--- config.mk ---
export PLATFORM = sky130hd
export DESIGN_NAME = fetch_queue
export DESIGN_NICKNAME = d
export VERILOG_FILES = /design/src/rtl/fetch_queue.sv
export SDC_FILE = /design/constraint.sdc
export NUM_CORES = 1
export LEC_CHECK = 0
export ABC_AREA = 1
export CORE_MARGIN = 10
export CORE_UTILIZATION = 50
export DETAILED_ROUTE_END_ITERATION = 6
export GPL_TIMING_DRIVEN = 0
export PLACE_DENSITY = 0.76
export SLEW_MARGIN = 10
export SYNTH_ARGS = -nofsm -noshare
export SYNTH_HDL_FRONTEND = slang
export SYNTH_SLANG_ARGS = --single-unit
--- constraint.sdc ---
create_clock -name clk -period 4.1 [get_ports clk]
set_clock_uncertainty 0.05 [all_clocks]
set_input_delay 0.41 -clock clk [delete_from_list [all_inputs] [get_ports clk]]
set_output_delay 0.41 -clock clk [all_outputs]
set_load 0.005 [all_outputs]
--- src/rtl/fetch_queue.sv ---
// Circular FIFO decoupling instruction fetch from decode: holds instruction, PC
// and branch-predictor result per entry, first-word fall-through on the head.
module fetch_queue #(
  parameter int INSTR_WIDTH = 32,
  parameter int ADDR_WIDTH  = 32,
  parameter int DEPTH       = 4,
  localparam int PTR_W      = $clog2(DEPTH),
  localparam int CNT_W      = $clog2(DEPTH + 1)
) (
  input  logic                   clk,
  input  logic                   rst,
  input  logic                   enq_valid_i,
  output logic                   enq_ready_o,
  input  logic [INSTR_WIDTH-1:0] enq_instr_i,
  input  logic [ADDR_WIDTH-1:0]  enq_pc_i,
  input  logic                   enq_pred_hit_i,
  input  logic                   enq_pred_taken_i,
  input  logic                   flush_i,
  output logic                   deq_valid_o,
  input  logic                   deq_ready_i,
  output logic [INSTR_WIDTH-1:0] deq_instr_o,
  output logic [ADDR_WIDTH-1:0]  deq_pc_o,
  output logic                   deq_pred_hit_o,
  output logic                   deq_pred_taken_o,
  output logic [CNT_W-1:0]       count_o
);

  localparam logic [INSTR_WIDTH-1:0] NOP = INSTR_WIDTH'(32'h0000_0013);

  logic [INSTR_WIDTH-1:0] instr_mem [DEPTH];
  logic [ADDR_WIDTH-1:0]  pc_mem    [DEPTH];
  logic                   hit_mem   [DEPTH];
  logic                   taken_mem [DEPTH];

  logic [PTR_W-1:0] rd_ptr_q, rd_ptr_d;
  logic [PTR_W-1:0] wr_ptr_q, wr_ptr_d;
  logic [CNT_W-1:0] count_q, count_d;
  logic             enq_fire, deq_fire;

  // Ready/valid come only from the registered count, so no input reaches an output.
  assign enq_ready_o = (count_q != CNT_W'(DEPTH));
  assign deq_valid_o = (count_q != '0);
  assign count_o     = count_q;

  // Flush cancels both handshakes in its cycle.
  assign enq_fire = enq_valid_i && enq_ready_o && !flush_i;
  assign deq_fire = deq_valid_o && deq_ready_i && !flush_i;

  always_comb begin
    rd_ptr_d = rd_ptr_q;
    wr_ptr_d = wr_ptr_q;
    count_d  = count_q;
    if (flush_i) begin
      rd_ptr_d = '0;
      wr_ptr_d = '0;
      count_d  = '0;
    end else begin
      if (enq_fire) wr_ptr_d = wr_ptr_q + PTR_W'(1);
      if (deq_fire) rd_ptr_d = rd_ptr_q + PTR_W'(1);
      if (enq_fire && !deq_fire)      count_d = count_q + CNT_W'(1);
      else if (deq_fire && !enq_fire) count_d = count_q - CNT_W'(1);
    end
  end

  always_ff @(posedge clk) begin
    if (rst) begin
      rd_ptr_q <= '0;
      wr_ptr_q <= '0;
      count_q  <= '0;
    end else begin
      rd_ptr_q <= rd_ptr_d;
      wr_ptr_q <= wr_ptr_d;
      count_q  <= count_d;
    end
  end

  // Storage is data only; its contents are irrelevant while count is zero.
  always_ff @(posedge clk) begin
    if (enq_fire && !rst) begin
      instr_mem[wr_ptr_q] <= enq_instr_i;
      pc_mem[wr_ptr_q]    <= enq_pc_i;
      hit_mem[wr_ptr_q]   <= enq_pred_hit_i;
      taken_mem[wr_ptr_q] <= enq_pred_taken_i;
    end
  end

  always_comb begin
    deq_instr_o      = NOP;
    deq_pc_o         = '0;
    deq_pred_hit_o   = 1'b0;
    deq_pred_taken_o = 1'b0;
    if (deq_valid_o) begin
      deq_instr_o      = instr_mem[rd_ptr_q];
      deq_pc_o         = pc_mem[rd_ptr_q];
      deq_pred_hit_o   = hit_mem[rd_ptr_q];
      deq_pred_taken_o = hit_mem[rd_ptr_q] && taken_mem[rd_ptr_q];
    end
  end

endmodule
# Word-level counts from Yosys, hierarchy flattened
# Memories as Yosys holds them, arrays and structs flattened. A register that Yosys moved wholly into a read port is not among the register bits.
# Index checks and enable logic that the tools add are counted.
[totals] regBits=7 latchBits=0 ramBits=264 mem_bits_ro=0 input_bits=71 out_inout_bits=71 word_cells=43 memories=4
[memory_table] name="instr_mem" depth=4 width=32 read_ports=1 rd_ports_with_merged_regs=1 wr=1 line="30" text="logic [INSTR_WIDTH-1:0] instr_mem [DEPTH];"
[memory_table] name="pc_mem" depth=4 width=32 read_ports=1 rd_ports_with_merged_regs=1 wr=1 line="31" text="logic [ADDR_WIDTH-1:0] pc_mem [DEPTH];"
[memory_table] name="hit_mem" depth=4 width=1 read_ports=1 rd_ports_with_merged_regs=1 wr=1 line="32" text="logic hit_mem [DEPTH];"
[memory_table] name="taken_mem" depth=4 width=1 read_ports=1 rd_ports_with_merged_regs=1 wr=1 line="33" text="logic taken_mem [DEPTH];"
[op_classes] addsub=4 n_mul=0 n_div=0 n_lt_le_gt_ge=0 eq_ne=1 shift=0 muxes=16 n_bitwise=0 reduce_logical=15
[op_table] cell="$mux 32" n=2
[op_table] cell="$mux 2" n=8
[op_table] cell="$logic_and 1x1->1" n=8
[op_table] cell="$mux 3" n=2
[op_table] cell="$add 2x1->2 const B" n=2
[op_table] cell="$logic_not 1->1" n=4
[op_table] cell="$mux 1" n=4
[op_table] cell="$add 3x1->3 const B" n=1
[op_table] cell="$ne 3x3->1 const B" n=1
[op_table] cell="$reduce_bool 3->1" n=1
[op_table] cell="$sub 3x1->3 const B" n=1
[op_table] cell="$reduce_bool 2->1" n=1
[op_table] cell="$reduce_or 2->1" n=1

# Depth between registers and ports, before layout
# Gate-level depths: netlist of the first run.
[logic_depth] depth_word=7 mapped_depth=13 mapped_depth_nobuf=13

# Least setup slack after synthesis of the first run
# Ideal clock, no wire load.
[synth_path] kind="reg-to-reg" startpoint="register count_q[0] (netlist: count_o[0])" endpoint="memory hit_mem[0] (enable)" setup_ns=0.490 arrival_ns=3.678 required_ns=3.560 slack_ns=-0.118 path_stages_with_launch=7 n_path_buf=0 synth_period_minus_slack_ns=4.218 cell_sequence="dfxtp_1 -> nor2_1 -> nand2_1 -> nand2_1 -> nor2_1 -> nand2_1 -> nor2_1"
[synth_via] elab_chain_len=6
[synth_rtl] element="start: declaration" line="37" text="logic [CNT_W-1:0] count_q, count_d;"
[synth_rtl] element="start signal: assignment" line="73" text="count_q <= count_d;"
[synth_rtl] element="$ne 3x3->1" line="41" text="assign enq_ready_o = (count_q != CNT_W'(DEPTH));"
[synth_rtl] element="net enq_ready_o" line="13" text="output logic enq_ready_o,"
[synth_rtl] element="$logic_and 1x1->1 (2 in a row)" line="46" text="assign enq_fire = enq_valid_i && enq_ready_o && !flush_i;"
[synth_rtl] element="net enq_fire" line="38" text="logic enq_fire, deq_fire;"
[synth_rtl] element="$logic_and 1x1->1" line="79" text="if (enq_fire && !rst) begin"
[synth_rtl] element="$mux 1" line="79"
[synth_rtl] element="$mux 1 (implied by the code)" line="82" text="hit_mem[wr_ptr_q] <= enq_pred_hit_i;"
[synth_rtl] element="end: declaration" line="32"
# The timed path passes the listed nets, and every way through them passes these cells.

# Worst setup path in the final report of the first run
[layout_path] startpoint="register count_q[0] (netlist: count_o[0])" endpoint="output port deq_pc_o[5]"
[layout_via] elab_chain_len=2
[layout_rtl] element="$reduce_bool 3->1" line="42" text="assign deq_valid_o = (count_q != '0);"
[layout_rtl] element="$mux 32" line="92" text="if (deq_valid_o) begin"
[layout_rtl] element="end: declaration" line="22" text="output logic [ADDR_WIDTH-1:0] deq_pc_o,"
# No other way between the ends.

==> metrics.cfg, run 1 <==
[outcome]
outcome = finished, final reports clean

[sta]
relSlewSlack = 0.4587
worstMarginPinSlew_ns = 0.8100
min_period_over_period = 0.7251
fmax_mhz = 336.4
finalSetupViolations = 0
final_max_slew_viol_count = 0
period_minus_slack_ns = 2.973
finalHoldViolations = 0
grt_setup_unrepaired = false
setup_tns_ns = 0
whs_ns = 0.4709

[synth]
synth_cells = 864
yosys.area.top_type = edfxtp_1
synth-seq-cells = 273
yosysTopAreaCellShare = 0.7375
ys_top_cells_by_area = edfxtp_1 (74%), nor2_1 (9.1%), a21oi_1 (3.4%), o21ai_1 (3.0%), o21ai_0 (2.8%)
yosysMostFrequentCell = edfxtp_1
async_flop_share = 0
synth_cell_type_count = 21
synth_nets = 941
syn_avg_cell_area_um2 = 12.44
synthFlopType = edfxtp_1
synth_edf_count = 264
yosys_warnings = 0
yosysSeqAreaShare = 0.7543
syn_area_um2 = 10750
ys_top_cells_by_count = edfxtp_1 (264), nor2_1 (261), a21oi_1 (74)

[grt]
grt_pass1_wl_um = 39250
antenna_found_initial = 2
gr-total-overflow = 0
grt_util_all_layers = 0.1741
grt_pass1_vias = 7165
grt_max_degree = 27

[clocking]
cts_tree = built
cts-buffers-inserted = 27
cts_buffer_depth = 3
clock_sinks = 273
insertion_delay_ns = 0.51
cts_root_buffer = clkbuf_16
cts_setup_buffers = 0
clk_pin_slew_ns = 0.06
htree_levels = 1
ctsResizeCount = 0
holdBufCountCts = 0

[die]
fp.dieW_um = 166.6
start_util = 0.5097
ioPinCount = 142
fp-row-count = 53
core_area_um2 = 21090
die-area_um2 = 27760
die_h_um = 166.6

[setup_path]
r2r-start = count_o[0]
r2r_end = instr_mem[1][8]
worstPathRequired_ns = 3.64
crit_path_end_kind = primary output
r2r_slack_ns = 1.46
worstPathArrival_ns = 2.51
r2r_cells = 8
crit_type = flip-flop to primary output
worst_setup_path_start_kind = flip-flop
worst-path-max-fanout = 10

[detailed_routing]
ant_nets = 0
wl_um = 25310
drc = 0
drtIter0Drc = 580
firstDrtPassIters = 5
post_drt_wl_per_cell_um = 18.93
vias = 7126
vias_per_cell = 5.330

[finish]
area_growth_syn_to_layout_pct = 25.71
drive_gt1_frac = 0.08569
nets = 1119
finalNonFillerCells = 1337
n_antenna_cell = 0
fillers = 1565
multi_input_area_um2 = 2293
seqCellArea_um2 = 8108
post-route-util = 0.6408

[min_path]
min_from = enq_pc_i[23]
hold_class = input pin to flip-flop
whs_path_depth = 1
holdPathEnd = pc_mem[3][23]

[placement]
dp_hpwl_um = 16430
io_buffers = 141
finalWeightedCongestion = 0.7339
dp_cells = 1288

[run]
drv_cap = 0

[power]
power-per-cell-area_nw_per_um2 = 425.0
ir_drop_uv = 345.8
leakage_nw = 4.645

## state kept, by name, summed over array words and instances, names as in the netlist, named ones only
| name | cells |
|---|---|
| wr_ptr_q | 2 |
| count_o | 3 |
| hit_mem | 4 |
| pc_mem | 128 |
| instr_mem | 128 |
| rd_ptr_q | 2 |
| taken_mem | 4 |
## worst max path at each step
stage | startpoint | endpoint | slack [ns] | cells past startpoint
after floorplan | count_o[0] | hit_mem[0] | -0.12 | 6
after global placement | enq_valid_i | instr_mem[1][6] | -2.60 | 5
after detailed placement | enq_valid_i | instr_mem[1][12] | 1.22 | 7
after CTS | count_o[0] | deq_pc_o[5] | 1.08 | 6
after global routing | count_o[0] | deq_pc_o[12] | 0.98 | 6
final | count_o[0] | deq_pc_o[5] | 1.13 | 6
## layout make-up
cell class | instances | share of cell area
plain buffers | 49 | 0.02056
clock buffers | 38 | 0.05454
clock inverters | 11 | 0.005463
inverters | 26 | 0.007407
multi-input cells | 516 | 0.1697
flip-flops and latches | 273 | 0.6000
well taps | 275 | 0.02546
repair buffers | 149 | 0.1169
## logic make-up (layout without fill, tap and decap cells)
family / count (synthesis) / after routing / share of synthesized area
compound gates: 199 / 199 / 0.09266
xor+xnor: 1 / 1 / 0.0008150
fa+ha+maj: 6 / 6 / 0.007683
buf+inv: 75 / 273 / 0.03515
flops: 273 / 273 / 0.7543
simple gates: 310 / 310 / 0.1094
## cell usage in the layout, fill, tap and decap left out, drive strengths merged
cell           Yosys  layout
nand3              7       7
dfxtp              9       9
inv               26      26
clkdlybuf4s50      0     141
bufinv             0       1
xor2               1       1
clkbuf            11      49
clkinv             0      10
edfxtp           264     264
ha                 5       5
fa                 1       1
a21oi             74      74
nor2             261     261
buf               38      46
nand2             41      41
nand3b             1       1
o21ai            125     125
## critical path, cell delays in order (launching register included)
cell             delay [ns]
dfxtp_1                0.42
nor2_1                 0.08
nand2_1                0.25
inv_2                  0.19
buf_2                  0.24
a21oi_1                0.25
clkdlybuf4s50_1        0.56
## metal layers
| layer | share of wire | GRT usage | routed length (um) |
|---|---|---|---|
| met5 | 0.0012 | 0 | 31 |
| met4 | 0.016 | 0.03551 | 403 |
| met2 | 0.50 | 0.3062 | 12760 |
| met3 | 0.071 | 0.03577 | 1808 |
| met1 | 0.41 | 0.2171 | 10310 |
## metrics by stage
step	power, W	setup WS (ns)	area, um^2
5_1_grt	0.005913	0.9779	13510
2_1_floorplan	0.003285	-0.1182	10750
3_3_place_gp	0.003529	-2.598	12500
3_5_place_dp	0.003539	1.219	12700
6_report	0.005743	1.127	13510
4_1_cts	0.005775	1.084	13510
## report_power, final
| part | total [W] | switching (W) | internal (W) |
|---|---|---|---|
| clock | 0.00227 | 0.000961 | 0.00131 |
| sequential | 0.00310 | 0.00000866 | 0.00309 |
| combinational | 0.000378 | 0.000190 | 0.000188 |
| total | 0.00574 | 0.00116 | 0.00458 |
Power figures use the tool's default switching activity.
==> run 2, diff against run 1 <==
--- a/config.mk
+++ b/config.mk
@@ -7,10 +7,10 @@
 export LEC_CHECK = 0
 export ABC_AREA = 1
 export CORE_MARGIN = 10
-export CORE_UTILIZATION = 50
+export CORE_UTILIZATION = 55
 export DETAILED_ROUTE_END_ITERATION = 6
 export GPL_TIMING_DRIVEN = 0
-export PLACE_DENSITY = 0.76
+export PLACE_DENSITY = 0.8
 export SLEW_MARGIN = 10
 export SYNTH_ARGS = -nofsm -noshare
 export SYNTH_HDL_FRONTEND = slang
==> constraint.sdc (replaced) <==
create_clock -name clk -period 2.8 [get_ports clk]
set_clock_uncertainty 0.05 [all_clocks]
set_input_delay 0.28 -clock clk [delete_from_list [all_inputs] [get_ports clk]]
set_output_delay 0.28 -clock clk [all_outputs]
set_load 0.005 [all_outputs]
==> metrics.cfg, run 2 (synthesis gave the netlist of run 1 again) <==
[setup_path]
worstPathRequired_ns = 2.47  ; -1.17 ns
worstPathArrival_ns = 2.42  ; -0.09 ns
worst-path-max-fanout = 10  ; unchanged
crit_path_end_kind = primary output
worst_setup_path_start_kind = flip-flop
crit_type = flip-flop to primary output

[detailed_routing]
drc = 0  ; unchanged
vias_per_cell = 5.427  ; +1.8%
post_drt_wl_per_cell_um = 19.09  ; +0.80%
wl_um = 25360  ; +0.20%
drtIter0Drc = 599  ; +3.3%
ant_nets = 0  ; unchanged
vias = 7213  ; +1.2%
firstDrtPassIters = 5  ; unchanged

[grt]
antenna_found_initial = 1  ; -1
grt_util_all_layers = 0.1865  ; +0.01241
grt_pass1_wl_um = 38380  ; -2.2%
gr-total-overflow = 0  ; unchanged
grt_pass1_vias = 7120  ; -0.63%
grt_max_degree = 29  ; +7.4%

[power]
power_w = 0.008475  ; +48%
leakage_nw = 4.670  ; +0.55%
ir_drop_uv = 588.0  ; +70%
power-per-cell-area_nw_per_um2 = 623.1  ; +47%

[sta]
min_period_over_period = 0.9813
worstMarginPinSlew_ns = 0.7572  ; -0.05286 ns
whs_ns = 0.3399  ; -0.1309 ns
fmax_mhz = 363.9
final_max_slew_viol_count = 0  ; unchanged
finalSetupViolations = 0  ; unchanged
grt_setup_unrepaired = true
setup_tns_ns = 0  ; unchanged
worst_slack_ns = 0.05235  ; -1.075 ns
period_minus_slack_ns = 2.748
relSlewSlack = 0.4940  ; +0.03532
finalHoldViolations = 0  ; unchanged

[finish]
area_growth_syn_to_layout_pct = 26.53
drive_gt1_frac = 0.09868  ; +0.01300
layout_commonest_cell = edfxtp_1
post-route-util = 0.7034  ; +0.06263
layout_common_cells = edfxtp_1 (264), nor2_1 (257), clkdlybuf4s50_1 (141)
top_regs = instr_mem x128, pc_mem x128
nets = 1121  ; +0.18%
n_antenna_cell = 0  ; unchanged

[die]
ioPinCount = 142  ; unchanged
core_area_um2 = 19330  ; -8.3%
die_h_um = 159.8  ; -4.1%
fp.dieW_um = 159.8  ; -4.1%
fp-row-count = 51  ; -3.8%
start_util = 0.5559  ; +0.04621
die-area_um2 = 25540  ; -8.0%

[clocking]
cts_tree = built
clock_sinks = 273  ; unchanged
insertion_delay_ns = 0.52  ; about the same
cts_root_buffer = clkbuf_16
cts-buffers-inserted = 27  ; unchanged
clk_pin_slew_ns = 0.06  ; about the same
htree_levels = 1  ; unchanged
cts_buffer_depth = 3  ; unchanged

[placement]
finalWeightedCongestion = 0.7401  ; +0.84%
dp_hpwl_um = 16230  ; -1.2%
preCtsSetupSlack_ns = -0.03032  ; -1.249 ns
io_buffers = 141  ; unchanged

[outcome]
outcome = finished, final reports clean

[min_path]
hold_class = input pin to flip-flop

[run]
drv_cap = 0  ; unchanged

[run 2: layer usage]
metal / vias up / GRT usage / part of all wire
li1: 3397 / - / -
met1: 3487 / 0.2328 / 0.40
met2: 283 / 0.3253 / 0.51
met3: 44 / 0.03470 / 0.076
met4: 2 / 0.05301 / 0.018
met5: - / 0 / 0.00051
[run 2: final timing paths]
kind | slack (ns) | end | depth (start not counted) | from
worst max-delay path | 0.05 | deq_instr_o[16] | 7 | flip-flop
worst min-delay path | 0.34 | pc_mem[1][30] | 1 | enq_pc_i[30]
worst max register to register | 0.22 | pc_mem[2][29] | 7 | count_o[1]
worst min register to register | 0.47 | rd_ptr_q[1] | 2 | rd_ptr_q[1]
[run 2: power by group]
part	switching [W]	total [W]	internal [W]
clock network	0.00141	0.00337	0.00196
registers	0.0000130	0.00454	0.00453
logic	0.000285	0.000567	0.000282
[run 2: critical path, stage by stage (launching register included)]
cell             delay [ns]
dfxtp_1                0.30
buf_6                  0.15
inv_4                  0.09
buf_6                  0.17
buf_2                  0.26
o21ai_1                0.11
a21oi_1                0.24
clkdlybuf4s50_1        0.56
[run 2: layout make-up]
class / count / area (um^2)
clock inverter: 11 / 103.9
tap: 265 / 331.6
multi-input combinational: 517 / 2328
inverter: 26 / 102.6
fill: 1275 / 5734
timing repair buffer: 150 / 1594
sequential: 273 / 8109
buffer: 49 / 314.1
clock buffer: 38 / 716.9
[run 2: what timing repair did]
item / in CTS / in global routing
buffers inserted: 0 / 1
hold buffers: 0 / 0
cloned: 0 / 1
endpoints found under the setup margin: 17 / 52
pin swaps: 0 / 1
gates resized for setup: 1 / 33
[run 2: stage by stage]
| stage | std cells | cell area [um^2] |
|---|---|---|
| 6_report | 1329 | 13600 |
| 5_1_grt | 1329 | 13600 |
| 4_1_cts | 1327 | 13520 |
| 3_5_place_dp | 1278 | 12700 |
| 3_3_place_gp | 1270 | 12500 |
| 2_1_floorplan | 864 | 10760 |
==> run 3, diff against run 2 <==
==> constraint.sdc (replaced) <==
create_clock -name clk -period 2.8 [get_ports clk]
set_clock_uncertainty 0.05 [all_clocks]
set_input_delay 0.28 -clock clk [delete_from_list [all_inputs] [get_ports clk]]
set_output_delay 0.28 -clock clk [all_outputs]
set_load 0.1 [all_outputs]
==> metrics.cfg, run 3 (synthesis gave the netlist of run 1 again) <==
[placement]
dp_hpwl_um = 17400  ; +7.2%
place_area_um2 = 13440  ; +5.9%
preCtsSetupSlack_ns = -0.2258  ; -0.1955 ns
io_buffers = 141  ; unchanged
finalWeightedCongestion = 0.7603  ; +2.7%

[finish]
layout_common_cells = edfxtp_1 (264), nor2_1 (255), buf_2 (79)
nets = 1120  ; -0.089%
final_area_um2 = 14060  ; +3.4%
top_regs = instr_mem x128, pc_mem x128
area_growth_syn_to_layout_pct = 30.82
n_antenna_cell = 0  ; unchanged
layout_commonest_cell = edfxtp_1
drive_gt1_frac = 0.2201  ; +0.1214
fillers = 1247  ; -2.2%

[grt]
grt_max_degree = 27  ; -6.9%
grt_util_all_layers = 0.2019  ; +0.01547
gr-total-overflow = 0  ; unchanged
antenna_found_initial = 0  ; -1
grt_pass1_wl_um = 41280  ; +7.6%
grt_pass1_vias = 7632  ; +7.2%

[detailed_routing]
post_drt_wl_per_cell_um = 20.20  ; +5.8%
firstDrtPassIters = 5  ; unchanged
drtIter0Drc = 533  ; -11%
ant_nets = 0  ; unchanged
vias = 7279  ; +0.92%
wl_um = 26820  ; +5.8%
drc = 0  ; unchanged
vias_per_cell = 5.481  ; +0.99%

[clocking]
cts_setup_buffers = 0  ; unchanged
cts_tree = built
cts_buffer_depth = 3  ; unchanged
insertion_delay_ns = 0.51  ; about the same
clk_pin_slew_ns = 0.06  ; about the same
cts-buffers-inserted = 27  ; unchanged
htree_levels = 1  ; unchanged
clock_sinks = 273  ; unchanged
cts_root_buffer = clkbuf_16

[sta]
worstMarginPinSlew_ns = 0.9837  ; +0.2265 ns
period_minus_slack_ns = 2.712  ; -0.03525 ns
min_period_over_period = 0.9687  ; -0.01259
grt_setup_unrepaired = false
final_max_slew_viol_count = 0  ; unchanged
finalSetupViolations = 0  ; unchanged
fmax_mhz = 368.7  ; +1.3%
worst_slack_ns = 0.08760  ; +0.03525 ns
relSlewSlack = 0.3421  ; -0.1519
finalHoldViolations = 0  ; unchanged

[power]
power-per-cell-area_nw_per_um2 = 661.5  ; +6.2%
p_comb_frac = 0.126  ; +0.059
swShare = 0.2520  ; +0.05070
clockPowerShare = 0.386  ; -0.012
pwr-share-seq = 0.488  ; -0.048
p_int_w = 0.006958  ; +2.8%
ir_drop_uv = 532.3  ; -9.5%
p_sw_w = 0.002345  ; +37%
leakage_nw = 4.878  ; +4.4%

[run]
drv_cap = 0  ; unchanged

[setup_path]
worstPathArrival_ns = 2.38  ; -0.04 ns
crit_path_end_kind = primary output
worst_setup_path_start_kind = flip-flop
worstPathRequired_ns = 2.47  ; about the same
worst-path-max-fanout = 10  ; unchanged
r2r_cells = 8  ; +1
crit_type = flip-flop to primary output

[die]
die-area_um2 = 25540  ; unchanged
core_area_um2 = 19330  ; unchanged
fp.dieW_um = 159.8  ; unchanged
ioPinCount = 142  ; unchanged
die_h_um = 159.8  ; unchanged
start_util = 0.5559  ; unchanged
fp-row-count = 51  ; unchanged

[min_path]
whs_path_depth = 1  ; unchanged
hold_class = input pin to flip-flop

[outcome]
outcome = finished, final reports clean

run 3: cell count changes in the layout (fill, tap and decap cells not counted), sizes merged, moves of 2 or more:
cell,delta
buf,+61
clkdlybuf4s18,+4
clkdlybuf4s50,-66
clkbuf,-2
run 3: path summary, 6_finish.rpt:
kind | start | endpoint | slack [ns]
worst min register to register | count_o[1] | count_o[1] | 0.46
worst max register to register | count_o[0] | pc_mem[0][26] | 0.45
worst max-delay path | flip-flop | deq_pc_o[21] | 0.09
worst min-delay path | enq_instr_i[23] | instr_mem[1][23] | 0.35
run 3: per-stage QoR:
step           instances  utilization  TNS, ns  hold WS [ns]  total power, W
3_3_place_gp        1270       0.6847  -152.49        0.4401        0.005821
5_1_grt             1328       0.7273        0        0.3354        0.009555
2_1_floorplan        864            -        0        0.3289        0.005471
4_1_cts             1328       0.7326        0        0.3345        0.009356
6_report            1328       0.7273        0        0.3514        0.009302
3_5_place_dp        1279       0.6951   -11.86        0.4475        0.005846
run 3: power by group through the flow:
stage               logic, W  registers (W)  clock network, W
CTS                  0.00119        0.00454           0.00363
detailed placement   0.00122        0.00463                 0
floorplan           0.000829        0.00464                 0
global placement     0.00120        0.00463                 0
global route         0.00122        0.00454           0.00379
finish               0.00117        0.00454           0.00359
run 3: timing repair:
action,4_1_cts,5_1_grt
endpoints found under the setup margin,66,32
gates resized for setup,298,40
hold buffers,0,0
run 3: layer usage:
metal | GRT usage | routed length, um | up-vias
li1 | - | - | 3403
met1 | 0.2395 | 10340 | 3539
met2 | 0.3624 | 14110 | 292
met3 | 0.03650 | 1810 | 45
met4 | 0.06845 | 571 | 0
met5 | 0 | 0 | -
run 3: critical path: stages, from the launching register on:
cell	delay, ns
dfxtp_1	0.31
buf_6	0.15
inv_4	0.08
clkbuf_1	0.38
o21ai_0	0.28
a21oi_4	0.21
buf_2	0.45
run 3: final cells by class:
type | instances | area [um^2] | area share
well taps | 265 | 331.6 | 0.02358
inverters | 26 | 102.6 | 0.007296
clock inverters | 13 | 135.1 | 0.009609
clock buffers | 36 | 759.5 | 0.05401
plain buffers | 49 | 306.5 | 0.02180
repair buffers | 150 | 1310 | 0.09316
multi-input cells | 516 | 3000 | 0.2134
flip-flops and latches | 273 | 8117 | 0.5772
